File: config.mk
export PLATFORM = sky130hd
export DESIGN_NAME = gap_junction_stream_sink
export DESIGN_NICKNAME = d
export VERILOG_FILES = /design/src/rtl/gap_junction_pkg.sv /design/src/rtl/gap_junction_stream_sink_ready_shaper.sv /design/src/rtl/gap_junction_stream_sink.sv
export SDC_FILE = /design/constraint.sdc
export NUM_CORES = 1
export LEC_CHECK = 0
export CAP_MARGIN = 10
export CORE_MARGIN = 4
export CORE_UTILIZATION = 37
export DETAILED_ROUTE_END_ITERATION = 10
export PLACE_DENSITY = 0.6
export SYNTH_ARGS = -nofsm -noshare
export SYNTH_HDL_FRONTEND = slang
export SYNTH_SLANG_ARGS = --single-unit
File: constraint.sdc
create_clock -name clk -period 9.8 [get_ports clk]
set_input_delay 1.96 -clock clk [delete_from_list [all_inputs] [get_ports clk]]
set_output_delay 1.96 -clock clk [all_outputs]
set_load 0.1 [all_outputs]
File: src/rtl/gap_junction_pkg.sv
// Shared types and widths for the gap-junction result-stream sink.
package gap_junction_pkg;

    localparam int GJ_DATA_W    = 32;
    localparam int GJ_COUNT_W   = 16;
    localparam int GJ_ERR_W     = 8;
    localparam int GJ_TIMEOUT_W = 20;

    typedef enum logic [1:0] {
        S_IDLE = 2'd0,
        S_RUN  = 2'd1,
        S_DONE = 2'd2
    } gj_state_e;

endpackage

File: src/rtl/gap_junction_stream_sink_ready_shaper.sv
// Produces the sink TREADY from the RUN enable and a rotating 8-phase mask.
module axis_ready_shaper
    import gap_junction_pkg::*;
#(
    parameter logic [7:0] Ready_Pattern = 8'hFF
) (
    input  logic clk,
    input  logic reset,
    input  logic run_en,
    output logic tready
);

    logic [2:0] phase;

    // Phase advances once per RUN cycle and wraps naturally from 7 to 0.
    always_ff @(posedge clk or posedge reset) begin
        if (reset) begin
            phase <= 3'd0;
        end else if (run_en) begin
            phase <= phase + 3'd1;
        end
    end

    // Ready depends only on registered state, never on TVALID or TLAST.
    always_comb begin
        tready = run_en & Ready_Pattern[phase];
    end

endmodule

File: src/rtl/gap_junction_stream_sink.sv
// Result-stream sink: checks TLAST framing, sums each frame, stops after a
// target number of frames and flags upstream stalls.
//
// state  | meaning
// S_IDLE | start delay after reset, TREADY held low
// S_RUN  | accepting words under the ready pattern
// S_DONE | target reached, TREADY low until reset
module gap_junction_stream_sink
    import gap_junction_pkg::*;
#(
    parameter int unsigned                 Frame_Length   = 16,
    parameter logic [GJ_COUNT_W-1:0]       Frame_Target   = 16'd100,
    parameter logic [15:0]                 Start_Delay    = 16'd50,
    parameter logic [7:0]                  Ready_Pattern  = 8'hFF,
    parameter logic [GJ_TIMEOUT_W-1:0]     Timeout_Cycles = 20'd20000
) (
    input  logic                  clk,
    input  logic                  reset,
    input  logic [GJ_DATA_W-1:0]  output_r_TDATA_0,
    input  logic                  output_r_TVALID_0,
    input  logic                  output_r_TLAST_0,
    output logic                  output_r_TREADY_0,
    output logic [GJ_COUNT_W-1:0] frame_count,
    output logic [GJ_DATA_W-1:0]  frame_sum,
    output logic [GJ_ERR_W-1:0]   err_count,
    output logic                  done,
    output logic                  timeout
);

    localparam logic [GJ_COUNT_W-1:0] LAST_IDX = GJ_COUNT_W'(Frame_Length - 1);

    gj_state_e               state;
    logic [15:0]             delay_cnt;
    logic [GJ_COUNT_W-1:0]   word_idx;
    logic [GJ_DATA_W-1:0]    sum_acc;
    logic [GJ_TIMEOUT_W-1:0] idle_cnt;
    logic [GJ_COUNT_W-1:0]   frame_count_inc;
    logic                    run_en;
    logic                    hs;
    logic                    at_last_idx;
    logic                    close_frame;
    logic                    hits_target;
    logic                    delay_expired;

    assign run_en          = (state == S_RUN);
    assign hs              = output_r_TVALID_0 && output_r_TREADY_0;
    assign at_last_idx     = (word_idx == LAST_IDX);
    assign close_frame     = hs && output_r_TLAST_0;
    assign frame_count_inc = frame_count + GJ_COUNT_W'(1);
    assign hits_target     = close_frame && (frame_count_inc == Frame_Target);
    assign delay_expired   = (Start_Delay == 16'd0) || (delay_cnt == Start_Delay - 16'd1);

    axis_ready_shaper #(
        .Ready_Pattern(Ready_Pattern)
    ) u_ready_shaper (
        .clk    (clk),
        .reset  (reset),
        .run_en (run_en),
        .tready (output_r_TREADY_0)
    );

    // Sequencing: start delay, then run until the closing transfer of the target frame.
    always_ff @(posedge clk or posedge reset) begin
        if (reset) begin
            state     <= S_IDLE;
            delay_cnt <= 16'd0;
        end else begin
            case (state)
                S_IDLE: begin
                    if (delay_expired) state <= S_RUN;
                    else               delay_cnt <= delay_cnt + 16'd1;
                end
                S_RUN: begin
                    if (hits_target) state <= S_DONE;
                end
                S_DONE:  state <= S_DONE;
                default: state <= S_IDLE;
            endcase
        end
    end

    // Framing check and accumulation; an early TLAST still closes the frame to resync.
    always_ff @(posedge clk or posedge reset) begin
        if (reset) begin
            word_idx    <= '0;
            sum_acc     <= '0;
            frame_sum   <= '0;
            frame_count <= '0;
            err_count   <= '0;
            done        <= 1'b0;
        end else if (hs) begin
            if (output_r_TLAST_0) begin
                frame_sum   <= sum_acc + output_r_TDATA_0;
                frame_count <= frame_count_inc;
                sum_acc     <= '0;
                word_idx    <= '0;
                if (!at_last_idx && (err_count != '1)) err_count <= err_count + GJ_ERR_W'(1);
                if (hits_target) done <= 1'b1;
            end else if (at_last_idx) begin
                // Missing TLAST: the overlong frame is dropped, not reported as a frame.
                if (err_count != '1) err_count <= err_count + GJ_ERR_W'(1);
                sum_acc  <= '0;
                word_idx <= '0;
            end else begin
                sum_acc  <= sum_acc + output_r_TDATA_0;
                word_idx <= word_idx + GJ_COUNT_W'(1);
            end
        end
    end

    // Stall watchdog: counts RUN cycles without a handshake, saturating at the limit.
    always_ff @(posedge clk or posedge reset) begin
        if (reset) begin
            idle_cnt <= '0;
            timeout  <= 1'b0;
        end else if (run_en) begin
            if (hs) begin
                idle_cnt <= '0;
            end else if (idle_cnt != Timeout_Cycles) begin
                idle_cnt <= idle_cnt + GJ_TIMEOUT_W'(1);
                if (idle_cnt + GJ_TIMEOUT_W'(1) == Timeout_Cycles) timeout <= 1'b1;
            end
        end
    end

endmodule

# After elaboration in Yosys (flattened, before gate mapping)
# Memory sizes are Yosys's and may differ from the RTL's.
# Cells that the tools add are included.
# W data, S select, Z words.
# classes
bitwise	3
eq_ne	11
add_sub_neg	7
reduce_logical	16
mux	14
order_cmp	1
# op_table
op	count
$mux W32	2
$add A16 B1 Y16 const B	3
$mux W20	2
$add A32 B32 Y32	1
$mux W16	2
$mux W8	4
$add A20 B1 Y20 const B	1
$eq A20 B15 Y1 const B	1
$ne A20 B15 Y1 const B	1
$eq A16 B4 Y1 const B	1
$eq A16 B6 Y1 const B	1
$eq A16 B7 Y1 const B	1
$add A8 B1 Y8 const B	1
$ne A8 B8 Y1 const B	1
$reduce_and A2 Y1	4
$reduce_and A4 Y1	2
$pmux W2 S3	1
$reduce_bool A2 Y1	3
$logic_and A1 B1 Y1	4
$lt A3 B4 Y1 const B	1
$mux W2	2
$ne A2 B2 Y1 const B	2
$add A3 B1 Y3 const B	1
$reduce_and A3 Y1	1
other kinds (8)	9
# totals
n_memories	1
output_inout_bits	59
mem_bits_ro	8
reg_bits	147
word_cells	64
in_bits	36
# memory_table
name	words	word_bits	rd	rd_ports_with_merged_regs	wr	line	text
(name not given)	8	1	1	0	0	gap_junction_stream_sink_ready_shaper.sv:26	tready = run_en & Ready_Pattern[phase];

# Logic depth before layout (Yosys ltp)
# logic_depth
ltp_word	8
mapped_depth	11

# Cells and area by module
# From an unflattened synthesis, not the netlist that was laid out.
# hier_totals
cells_unflattened	902
area_unflattened_um2	8633.3
# modules_own_cells
module	seq_area_each_um2	instances	cells_per_inst	area_each_um2
gap_junction_stream_sink	3603.5	1	901	8625.8
axis_ready_shaper	0.0	1	1	7.5

# Least setup slack after synthesis
# OpenSTA, ideal clock, no wires.
# synth_timing
path_type	input-to-reg
start	input port output_r_TDATA_0[0]
end	register frame_sum[22]
path_slack_ns	5.628
setup_ns	0.125
n_path_buf	0
required_time_ns	9.675
stages	11
t_arrival_ns	4.047
cell_sequence	ha_1 -> fa_1 -> a21o_1 -> nand4_1 -> a21oi_1 -> o31ai_1 -> a211oi_1 -> nand2b_1 -> a21oi_1 -> xnor2_1 -> mux2_2
# synth_via
elab_chain_cells	1
# synth_rtl
item	line	text
start, declared	gap_junction_stream_sink.sv:19	input logic [GJ_DATA_W-1:0] output_r_TDATA_0,
$add A32 B32 Y32	gap_junction_stream_sink.sv:93	frame_sum <= sum_acc + output_r_TDATA_0;
end signal, assigned	gap_junction_stream_sink.sv:93	
end, declared	gap_junction_stream_sink.sv:24	output logic [GJ_DATA_W-1:0] frame_sum,
# No other way between the ends.
# A chain may end at the register's enable or synchronous reset.

# Worst setup path after layout
# layout_timing
start	input port output_r_TDATA_0[0]
end	register frame_sum[26]
# Same word-level chain as after synthesis.

==> summary.md <==
| Metric | Value |
|---|---|
| Sw Ratio | 21.81% |
| Setup Viol. Count Final | 0 |
| Clock buffer depth | 2 |
| Yosys top cell area share | 43.73% |
| Worst Max-Slew Pin Slew | 1.023 ns |
| Die Wd | 157.2 um |
| Critical Path Fanout Max | 4 |
| Vias in the first global route | 6540 |
| Min cycle time layout | 4.554 ns |
| Core box area | 0.02189 sq mm |
| Status | complete, no violations |
| Combinational power share | 4.5% |
| DR iter-0 viols | 281 |
| Seq pwr share | 43.9% |
| Most used flip-flop cell after synthesis | dfrtp_1 |
| EDFF count, synth | 0 |
| Final worst slack | 5.246 ns |
| Yosys reg bits | 144 |
| H-tree depth | 4 |
| GRT Overall Usage | 16.41% |
| Final #Nets | 1033 |
| Io pins | 95 |
| Total setup buffers inserted after CTS | 0 |
| Worst hold slack | 0.4756 ns |
| Synth cell count leaders | dfrtp_1, nand2_1, nor2_1 |
| P_int | 1.059 mW |
| Crit start category | input pin |
| Largest net degree at the start of global routing | 83 |
| Worst hold path class | flop to flop |
| Initial cell density of the core | 37.64% |
| Initial antenna violation count | 0 |
| Die ar. | 0.02472 sq mm |
| Total gr overflow | 0 |
| Chip height | 157.2 um |
| Leak | 4.576 nW |
| Final-report max-slew violation count | 0 |
| Unrepaired setup endpoints after global routing | false |
| Share of post-route cells with drive strength above 1 | 8.058% |
| Asr flop ratio synth | 100.0% |
| FMAX | 219.6 MHz |
| Count leader, synth | dfrtp_1 |
| Sequential fraction of the synthesis area | 43.73% |
| Root Driver | clkbuf_16 |
| Row count | 54 |
| Layout Skew | 0.009399 ns |
| Syn avg cell area | 9.515 sq um |
| Max incr delay on CP | 0.48 ns |
| Area contributors post-synth | dfrtp_1, ha_1, xnor2_1 |
| Syn-to-layout area delta | 22.61% |
| Final RePlAce weighted congestion | 0.8389 |
| MaxCap Viol Count | 0 |
| WP buf/inv | 1 |
| CTS Sinks | 144 |
| Wire per inst | 15.68 um |
| Final wirelength | 19.56 mm |
| Worst-Skew Late Latency | 0.42 ns |
| Port bufs | 94 |
| Worst EP required | 10.10 ns |
| Yosys top cell by area | dfrtp_1 |
| Final hold vios | 0 |
| Final worst-path cycle share | 46.47% |
| Distinct cell type count after synthesis | 65 |
| Drt pass-1 iters | 4 |
| Clk slew on worst S/H paths | 0.06 ns |
| Vias per cell | 5.291 |
| Slew margin rel. | 31.56% |
| Power density over the cells | 134.0 mW/mm^2 |
| Total vias in the final route | 6603 |
| Number of buffers created by CTS | 17 |
| Hpwl dp | 13.67 mm |
| Critical Path End Type | flop |
| Ant. Diodes | 0 |
| Mapped Area | 0.008240 sq mm |
| # resized after CTS | 0 |
| Cells after synthesis | 866 |
| CP max stage cell | o31ai_1 |
| Synthesized net count | 944 |
| Fin Setup TNS | 0 ns |
| CTS tree | yes |
| Arrival time worst endpoint | 4.86 ns |
| CP Cell Sequence | clkdlybuf4s50_1 > ha_1 > fa_1 > a21o_1 > nand4_1 > a21oi_1 > o31ai_1 > a211oi_1 > o21ai_1 > nand2_1 > xor2_1 > mux2_2 |
| Critical path class | input pin to flop |
| Dpl ws | 4.815 ns |
| Global-route wire length before repair | 33.11 mm |
| Clk pwr share | 51.6% |
| Sw Pwr | 295.3 uW |
| Top delay family on crit path | compound AO/OA/AOI/OAI gates |
| VDD IR-drop max | 0.08744 mV |
| Yosys warns | 0 |
| Hold_buf cts | 0 |
| Routed Antenna Nets | 0 |
| Residual DRC | 0 |
## cell type report
class,instances,area [sq um]
clock buffer,19,452.9
multi-input combinational,668,4431
fill,2113,11790
sequential,144,3603
clock inverter,13,185.2
timing repair buffer,100,985.9
tap,280,350.3
inverter,24,95.09
## metrics by stage
step	cells	utilization, %	instance area [sq um]	total power, mW
after floorplan	866	-	8240	0.6397
after global placement	1216	43.24	9465	0.6671
after detailed placement	1216	43.24	9465	0.6670
after CTS	1248	46.15	10100	1.373
after global routing	1248	46.15	10100	1.404
final	1248	46.15	10100	1.354
## layer usage
metal | wire length [um] | GRT usage (%) | up-vias
li1 | - | - | 3271
met1 | 9647 | 23.31 | 3206
met2 | 9009 | 26.05 | 118
met3 | 783 | 3.684 | 8
met4 | 123 | 3.113 | 0
met5 | 0 | 0 | -
## final timing paths
path                                     start  slack (ns)        endpoint  cells after the start
setup / recovery           output_r_TDATA_0[0]        5.25   frame_sum[26]                     12
hold / removal                         timeout        0.48         timeout                      2
setup reg to reg                    sum_acc[0]        6.84   frame_sum[26]                     11
hold reg to reg                        timeout        0.48         timeout                      2
max in group asynchronous                reset        6.42   frame_sum[16]                      3
min in group asynchronous                reset        2.07  frame_count[2]                      2
## power groups by stage
stage | sequential [mW] | clock, mW | combinational (mW)
2_1_floorplan | 0.606 | 0 | 0.0342
3_3_place_gp | 0.605 | 0 | 0.0617
3_5_place_dp | 0.605 | 0 | 0.0615
4_1_cts | 0.594 | 0.717 | 0.0619
5_1_grt | 0.594 | 0.742 | 0.0677
6_report | 0.595 | 0.699 | 0.0604
## registers in the layout, summed over array words and instances, names as in the netlist, 2 cells and up
register / count
delay_cnt: 16
err_count: 8
frame_count: 16
frame_sum: 32
idle_cnt: 20
state: 2
sum_acc: 32
word_idx: 16
## cell usage in the layout (no fill, tap or decap), types with 11 or more instances in the layout
cell and count:
clkdlybuf4s50_1 94, inv_1 23, a21oi_1 45, and3_1 11, o31ai_1 12, mux2_2 18
ha_1 41, xor2_1 36, nor3_1 16, dfrtp_1 144, a22o_1 26, o21ai_0 39
nor2_1 71, nand3_1 25, clkbuf_16 17, xnor2_1 55, a21o_1 13, nand2_1 118
nand4_1 29
## worst register-to-register path, stage by stage (launching register included)
cell and delay [ns]:
dfrtp_1 0.39, ha_1 0.23, fa_1 0.41, a21o_1 0.19
nand4_1 0.11, a21oi_1 0.08, o31ai_1 0.48, a211oi_1 0.21
o21ai_1 0.22, nand2_1 0.09, xor2_1 0.17, mux2_2 0.27
## kinds of logic (layout without fill, tap and decap cells)
logic type | count (synthesis) | after routing | synth area share, %
buf+inv | 54 | 156 | 2.521
xor+xnor | 91 | 91 | 9.672
simple gates | 321 | 321 | 18.78
fa+ha+maj | 42 | 42 | 6.468
flops | 144 | 144 | 43.73
mux | 22 | 22 | 2.976
compound gates | 192 | 192 | 15.85
(Power assumes the default switching activity.)
